--- src/rtl/dram_tester_ctrl.sv ---
// dram_tester_ctrl: power-on self-test sequencer for an SDRAM controller host port.
// Writes pat(a) = 16'h5A00 + a to every word of a 2^ADDR_WIDTH window, reads
// the window back, counts mismatches (saturating at 15) and shows the result
// on eight LEDs.
// Optional build macro TESTER_LOOP_EN: restart after each pass, inverting the
// pattern on alternate passes and holding the last pass/fail result on the LEDs.
module dram_tester_ctrl #(
    parameter int ADDR_WIDTH = 4,
    parameter int INIT_WAIT  = 16
) (
    input  logic                  clk,
    input  logic                  rst,
    output logic                  rd_enable_o,
    output logic                  wr_enable_o,
    input  logic                  busy_i,
    input  logic                  rd_ready_i,
    input  logic [15:0]           rd_data_i,
    output logic [15:0]           wr_data_o,
    output logic [ADDR_WIDTH-1:0] addr_o,
    output logic [7:0]            leds_o
);

    typedef enum logic [2:0] {
        INIT_DLY,
        WR_ISSUE,
        WR_PULSE,
        WR_WAIT,
        RD_ISSUE,
        RD_PULSE,
        RD_WAIT,
        DONE
    } state_t;

    localparam int                    DLY_W     = (INIT_WAIT > 1) ? $clog2(INIT_WAIT) : 1;
    localparam logic [DLY_W-1:0]      DLY_LAST  = DLY_W'((INIT_WAIT > 0) ? INIT_WAIT - 1 : 0);
    localparam logic [ADDR_WIDTH-1:0] ADDR_MAX  = '1;

    state_t                  state_q, state_d;
    logic [DLY_W-1:0]        dly_q, dly_d;
    logic [ADDR_WIDTH-1:0]   addr_d;
    logic [3:0]              err_q, err_d;
    logic                    skip_q, skip_d;   // first WR_WAIT cycle: busy_i not yet valid
    logic                    inv_q, inv_d;     // pattern inversion for odd passes
    logic                    wr_en_d, rd_en_d;
    logic [15:0]             wr_data_d;
    logic [7:0]              leds_d;
    logic                    res_pass_d, res_fail_d;

    // Expected word for an address; inversion only ever set in loop builds.
    function automatic logic [15:0] pat(input logic [ADDR_WIDTH-1:0] a, input logic inv);
        logic [15:0] p;
        p = 16'h5A00 + 16'(a);
        return inv ? ~p : p;
    endfunction

    // Next-state and next-output logic for the sequencer.
    always_comb begin
        // NOTE: every signal gets a default first so no path through the case infers a latch.
        state_d = state_q;
        dly_d   = dly_q;
        addr_d  = addr_o;
        err_d   = err_q;
        skip_d  = 1'b0;
        inv_d   = inv_q;
        wr_en_d = 1'b0;
        rd_en_d = 1'b0;

        case (state_q)
            INIT_DLY: begin
                if (dly_q == DLY_LAST) state_d = WR_ISSUE;
                else                   dly_d   = dly_q + 1'b1;
            end
            WR_ISSUE: begin
                if (!busy_i) begin
                    wr_en_d = 1'b1;
                    state_d = WR_PULSE;
                end
            end
            WR_PULSE: begin
                skip_d  = 1'b1;
                state_d = WR_WAIT;
            end
            WR_WAIT: begin
                if (!skip_q && !busy_i) begin
                    if (addr_o == ADDR_MAX) begin
                        addr_d  = '0;
                        state_d = RD_ISSUE;
                    end else begin
                        addr_d  = addr_o + 1'b1;
                        state_d = WR_ISSUE;
                    end
                end
            end
            RD_ISSUE: begin
                if (!busy_i) begin
                    rd_en_d = 1'b1;
                    state_d = RD_PULSE;
                end
            end
            RD_PULSE: begin
                state_d = RD_WAIT;
            end
            RD_WAIT: begin
                if (rd_ready_i) begin
                    if (rd_data_i != pat(addr_o, inv_q) && err_q != 4'hF)
                        err_d = err_q + 1'b1;
                    if (addr_o == ADDR_MAX) begin
                        state_d = DONE;
                    end else begin
                        addr_d  = addr_o + 1'b1;
                        state_d = RD_ISSUE;
                    end
                end
            end
            DONE: begin
`ifdef TESTER_LOOP_EN
                state_d = WR_ISSUE;
                addr_d  = '0;
                err_d   = 4'h0;
                inv_d   = ~inv_q;
`endif
            end
            default: state_d = INIT_DLY;
        endcase

        wr_data_d = pat(addr_d, inv_d);

`ifdef TESTER_LOOP_EN
        // Result LEDs latch on entry to DONE and hold through the next pass.
        res_pass_d = leds_o[2];
        res_fail_d = leds_o[3];
        if (state_d == DONE) begin
            res_pass_d = (err_d == 4'h0);
            res_fail_d = (err_d != 4'h0);
        end
`else
        res_pass_d = (state_d == DONE) && (err_d == 4'h0);
        res_fail_d = (state_d == DONE) && (err_d != 4'h0);
`endif

        leds_d[0]   = (state_d == WR_ISSUE) || (state_d == WR_PULSE) || (state_d == WR_WAIT);
        leds_d[1]   = (state_d == RD_ISSUE) || (state_d == RD_PULSE) || (state_d == RD_WAIT);
        leds_d[2]   = res_pass_d;
        leds_d[3]   = res_fail_d;
        leds_d[7:4] = err_d;
    end

    // State and registered outputs; reset aborts any pulse immediately.
    always_ff @(posedge clk or posedge rst) begin
        if (rst) begin
            state_q     <= INIT_DLY;
            dly_q       <= '0;
            err_q       <= 4'h0;
            skip_q      <= 1'b0;
            inv_q       <= 1'b0;
            rd_enable_o <= 1'b0;
            wr_enable_o <= 1'b0;
            wr_data_o   <= 16'h0000;
            addr_o      <= '0;
            leds_o      <= 8'h00;
        end else begin
            // NOTE: non-blocking assignments so every register samples pre-edge values.
            state_q     <= state_d;
            dly_q       <= dly_d;
            err_q       <= err_d;
            skip_q      <= skip_d;
            inv_q       <= inv_d;
            rd_enable_o <= rd_en_d;
            wr_enable_o <= wr_en_d;
            wr_data_o   <= wr_data_d;
            addr_o      <= addr_d;
            leds_o      <= leds_d;
        end
    end

endmodule

--- config.mk ---
export PLATFORM = sky130hd
export DESIGN_NAME = dram_tester_ctrl
export DESIGN_NICKNAME = d
export VERILOG_FILES = /design/src/rtl/dram_tester_ctrl.sv
export SDC_FILE = /design/constraint.sdc
export NUM_CORES = 1
export LEC_CHECK = 0
export BUFFER_PORTS_ARGS = -buffer_cell sky130_fd_sc_hd__buf_4
export CORE_UTILIZATION = 38
export DETAILED_ROUTE_END_ITERATION = 8
export GPL_TIMING_DRIVEN = 0
export PLACE_DENSITY = 0.71
export SLEW_MARGIN = 0
export SYNTH_ARGS = -nofsm -noshare
export SYNTH_HDL_FRONTEND = slang
export SYNTH_SLANG_ARGS = --single-unit
--- constraint.sdc ---
create_clock -name clk -period 4.2 [get_ports clk]
set_input_delay 0.63 -clock clk [delete_from_list [all_inputs] [get_ports clk]]
set_output_delay 0.63 -clock clk [all_outputs]
set_load 0.01 [all_outputs]
# Word-level counts from Yosys, hierarchy flattened

Index checks and enable logic that the tools add are counted.

$add $sub $neg: 5
Eq/ne operators: 17
Muxes and demuxes: 20
Bitwise operators: 1
Reductions and logical operators: 14

Operators with widths:

| operator              | count |
|---|---|
| $add 15x4->16 const A | 2 |
| $mux 4                | 7 |
| $eq 3x3->1 const B    | 7 |
| $pmux 3 s7            | 1 |
| $mux 3                | 6 |
| $ne 16x16->1          | 1 |
| $add 4x1->4 const B   | 3 |
| $eq 3x2->1 const B    | 4 |
| $eq 4x4->1 const B    | 2 |
| $pmux 4 s2            | 1 |
| $eq 3x1->1 const B    | 2 |
| $logic_and 1x1->1     | 4 |
| $logic_not 4->1       | 1 |
| $logic_or 1x1->1      | 4 |
| $mux 1                | 4 |
| $ne 4x4->1 const B    | 1 |
| $reduce_bool 4->1     | 1 |
| $logic_not 3->1       | 1 |
| $logic_not 1->1       | 2 |
| $mux 2                | 1 |
| $reduce_and 2->1      | 1 |
| $not 1->1             | 1 |

Bits in registers: 42
Input port bits: 20
Output and inout port bits: 30
Logic and storage cells: 66

# Longest topological paths before layout

Depth after elaboration: 8
Gate-level depth with buffers: 8

# Worst setup path before layout

OpenSTA, ideal clock, no wires.

Path type: reg2reg
Start point: register (tool-made name)
End point: register leds_o[2]
Arrival: 1790 ps
Data required time: 4080 ps
Path slack: 2291 ps
Cell stages (with the launch flop): 8
Cells stage by stage: dfrtp_1 ha_1 and3_2 inv_1 o22ai_1 a2111oi_4 nor2_1 and3_1

RTL lines:

| item                   | RTL line | text |
|---|---|---|
| end signal: assignment | 172      | `leds_o <= leds_d;` |
| end: declaration       | 20       | `output logic [7:0] leds_o` |

==> results_dict.tcl <==
set metrics [dict create \
    grt_max_degree 24 \
    clock_path_buffers 2 \
    startpoint_kind_of_the_worst_setup_timing_path "flip-flop" \
    post_cts.repair.setup_buffers 0 \
    fin_setup_tns_ps 0 \
    numPortBuffers 41 \
    rsz_0062_raised_after_global_routing "no" \
    power_density_nw_per_um2 467 \
    gpl.final_weighted_congestion 0.860 \
    post_route_fraction_of_the_period_consumed_by_the_critical_path_pct 49.6 \
    areaGrowthSynthToFinish_pct 30.6 \
    grt_first_pass_wirelength_mm 4.66 \
    cts.hold.buffers_added 0 \
    antenna_violating_nets_post_route 0 \
    max-vdd-ir-drop_v 0.000286 \
    synth.avg_cell_area_um2 9.56 \
    share_of_total_power_in_combinational_logic_pct 46.2 \
    place.detailed.hpwl_mm 2.13 \
    worst_skew_late_latency_ps 260 \
    timing.critical_path.fanout_max 7 \
    switchingPower_uw 313 \
    share_clk_of_total_power_pct 15.4 \
    ys_async_sr_fraction_pct 100 \
    cp_slowest_stage_delay_ps 470 \
    wire_per_inst_um 11.1 \
    report.final.hold_viol_count 0 \
    synth_cells 149 \
    static-leakage-power_nw 0.955 \
    finish.net_count 226 \
    total_power_uw 870 \
    yosysUniqueCellTypes 42 \
    cts_htree_levels 1 \
    placement_rows 21 \
    critical_path.cell_chain "ha_1 > and3_2 > inv_1 > o22ai_1 > a2111oi_4 > nor2_1 > and3_1" \
    cp_data_required_time_ps 4350 \
    post-route-min-period_ps 2080 \
    synth.ff_latch_count 23 \
    detail_route.wirelength_mm 2.74 \
    timing.critical_path.slowest_stage_cell "sky130_fd_sc_hd__dfrtp_1" \
    grt_util_all_layers_pct 14.6 \
    swShare_pct 36.0 \
    cts_sinks 23 \
    vias_post_dr 1190 \
    timing.final.setup_violations 0 \
    gr-total-overflow 0 \
    postSynth.topFlopCell "sky130_fd_sc_hd__dfrtp_1" \
    synth-edff-count 0 \
    p_int_uw 557 \
    via_density_per_instance 4.82 \
    grt_pass1_vias 1092 \
    worst_slew_margin_rel_pct 42.3 \
    power.sequential.fraction_pct 38.3 \
    max_cap_violations 0 \
    antenna_cells 0 \
    finalClockSkew_ps 7.19 \
    die-height_um 63.2 \
    achievable-frequency_mhz 480 \
    drt_first_pass_iters 4 \
    die-area_um2 4000 \
    detail_route.iter0.violations 37 \
    clk_pin_slew_worst_paths_ps 80 \
    cts_root_buf "sky130_fd_sc_hd__clkbuf_8" \
    syn_area_um2 1430 \
    clock_tree_from_tritoncts "yes" \
    tightest_slew_ps 865 \
    dieWidth_um 63.2 \
    drv_slew 0 \
    post_route_cells_drive_above_1_share_pct 35.8 \
    ios 50 \
    cts_made_buffers 3 \
    core_um2 3470 \
    min_path_type "flip-flop to flip-flop" \
    remaining_drc_errors 0 \
    postCtsResizedCells 0 \
    worstSetupPathType "flip-flop to flip-flop" \
    seq_area_frac_synth_pct 40.4 \
    antenna_violations_before_repair 0 \
    run_status "complete, no violations" \
    synth-warning-count 0 \
    number_of_fill_cells 330 \
    endpoint_kind "flip-flop" \
    initial_core_util_pct 41.1 \
    crit_arrival_ps 2230 \
]
## per-stage QoR
stage | cells | instance area, um^2 | setup slack, ps | utilization [%] | hold slack, ps
2_1_floorplan | 156 | 1450 | 2290 | - | 463
3_3_place_gp | 243 | 1820 | 2090 | 52.4 | 486
3_5_place_dp | 243 | 1820 | 2090 | 52.4 | 487
4_1_cts | 247 | 1860 | 2130 | 53.7 | 503
5_1_grt | 247 | 1860 | 1990 | 53.7 | 528
6_report | 247 | 1860 | 2120 | 53.7 | 501
## critical path: cells and delay by family (launching register included)
kind	cells	cell delay [ps]
DFF	1	470
adders and majority gates	1	290
buffers and inverters	1	130
and+or+nand+nor	3	530
AOI/OAI and AO/OA	2	550
## logic make-up after synthesis
group,count (synthesis),share of synthesized area (%)
simple gates,53,22.2
mux,4,3.07
xor+xnor,7,4.30
other cells,2,0.527
flops,23,40.4
compound gates,26,13.3
buf+inv,30,12.7
fa+ha+maj,4,3.51
## cell usage after synthesis (all sizes together) (3+ instances only)
library cell	count	area share, %
xor2	4	2.5
nand2b	5	2.2
nor2	8	2.1
and3	3	1.4
ha	4	3.5
dfrtp	23	40
nor3	7	2.5
nor4	3	1.8
nand2	8	2.1
a21oi	11	3.9
inv	11	2.9
buf	18	9.6
o22ai	4	1.8
a21o	3	2.2
nand3	6	2.1
mux2	3	2.4
xnor2	3	1.8
## cells in the final DEF, fill, tap and decap left out, drive strengths merged, types with 2 or more instances in the layout
master   n
o22ai    4
a21oi   11
nand3    6
o21a     2
a31oi    2
conb     9
nor4     3
nor2b    2
mux2     3
nor2     8
buf     59
nand2    8
ha       4
xor2     4
a21o     3
clkbuf   5
nor3     7
dfrtp   23
xnor2    3
nand2b   5
and4     2
nor4b    2
and3b    2
inv     11
and3     3
## area by class of cell
cell class	instances	area [um^2]	area share, %
plain buffers	19	140	7.53
clock buffers	4	45.0	2.42
inverters	11	41.3	2.22
multi-input cells	103	694	37.3
flip-flops and latches	23	576	30.9
well taps	46	57.6	3.09
repair buffers	41	308	16.5
## power by group through the flow
| stage | Clock, mW | Combinational [mW] | Sequential (mW) |
|---|---|---|---|
| after floorplan | 0 | 0.281 | 0.338 |
| final | 0.134 | 0.402 | 0.334 |
| after detailed placement | 0 | 0.404 | 0.338 |
| after CTS | 0.141 | 0.405 | 0.335 |
| after global routing | 0.150 | 0.451 | 0.344 |
| after global placement | 0 | 0.398 | 0.338 |
## metal layers
layer / vias up / GRT usage (%) / part of all wire, %
li1: 599 / - / -
met1: 543 / 18.4 / 45
met2: 46 / 23.7 / 46
met3: 2 / 3.80 / 7.9
met4: 0 / 5.97 / 0.73
met5: - / 0 / 0
## path summary, 6_finish.rpt
| path | from | end | slack (ps) | cells after the start |
|---|---|---|---|---|
| min in group asynchronous | rst | wr_data_o[12]$_DFF_PP0_ | 550 | 2 |
| setup / recovery | flip-flop | leds_o[2]$_DFF_PP0_ | 2120 | 7 |
| setup reg to reg | flip-flop | leds_o[2]$_DFF_PP0_ | 2120 | 7 |
| hold / removal | dly_q[2]$_DFFE_PP0P_ | dly_q[2]$_DFFE_PP0P_ | 500 | 1 |
| max in group asynchronous | rst | leds_o[3]$_DFF_PP0_ | 3120 | 2 |
| hold reg to reg | dly_q[2]$_DFFE_PP0P_ | dly_q[2]$_DFFE_PP0P_ | 500 | 1 |
Power figures use the tool's default switching activity.
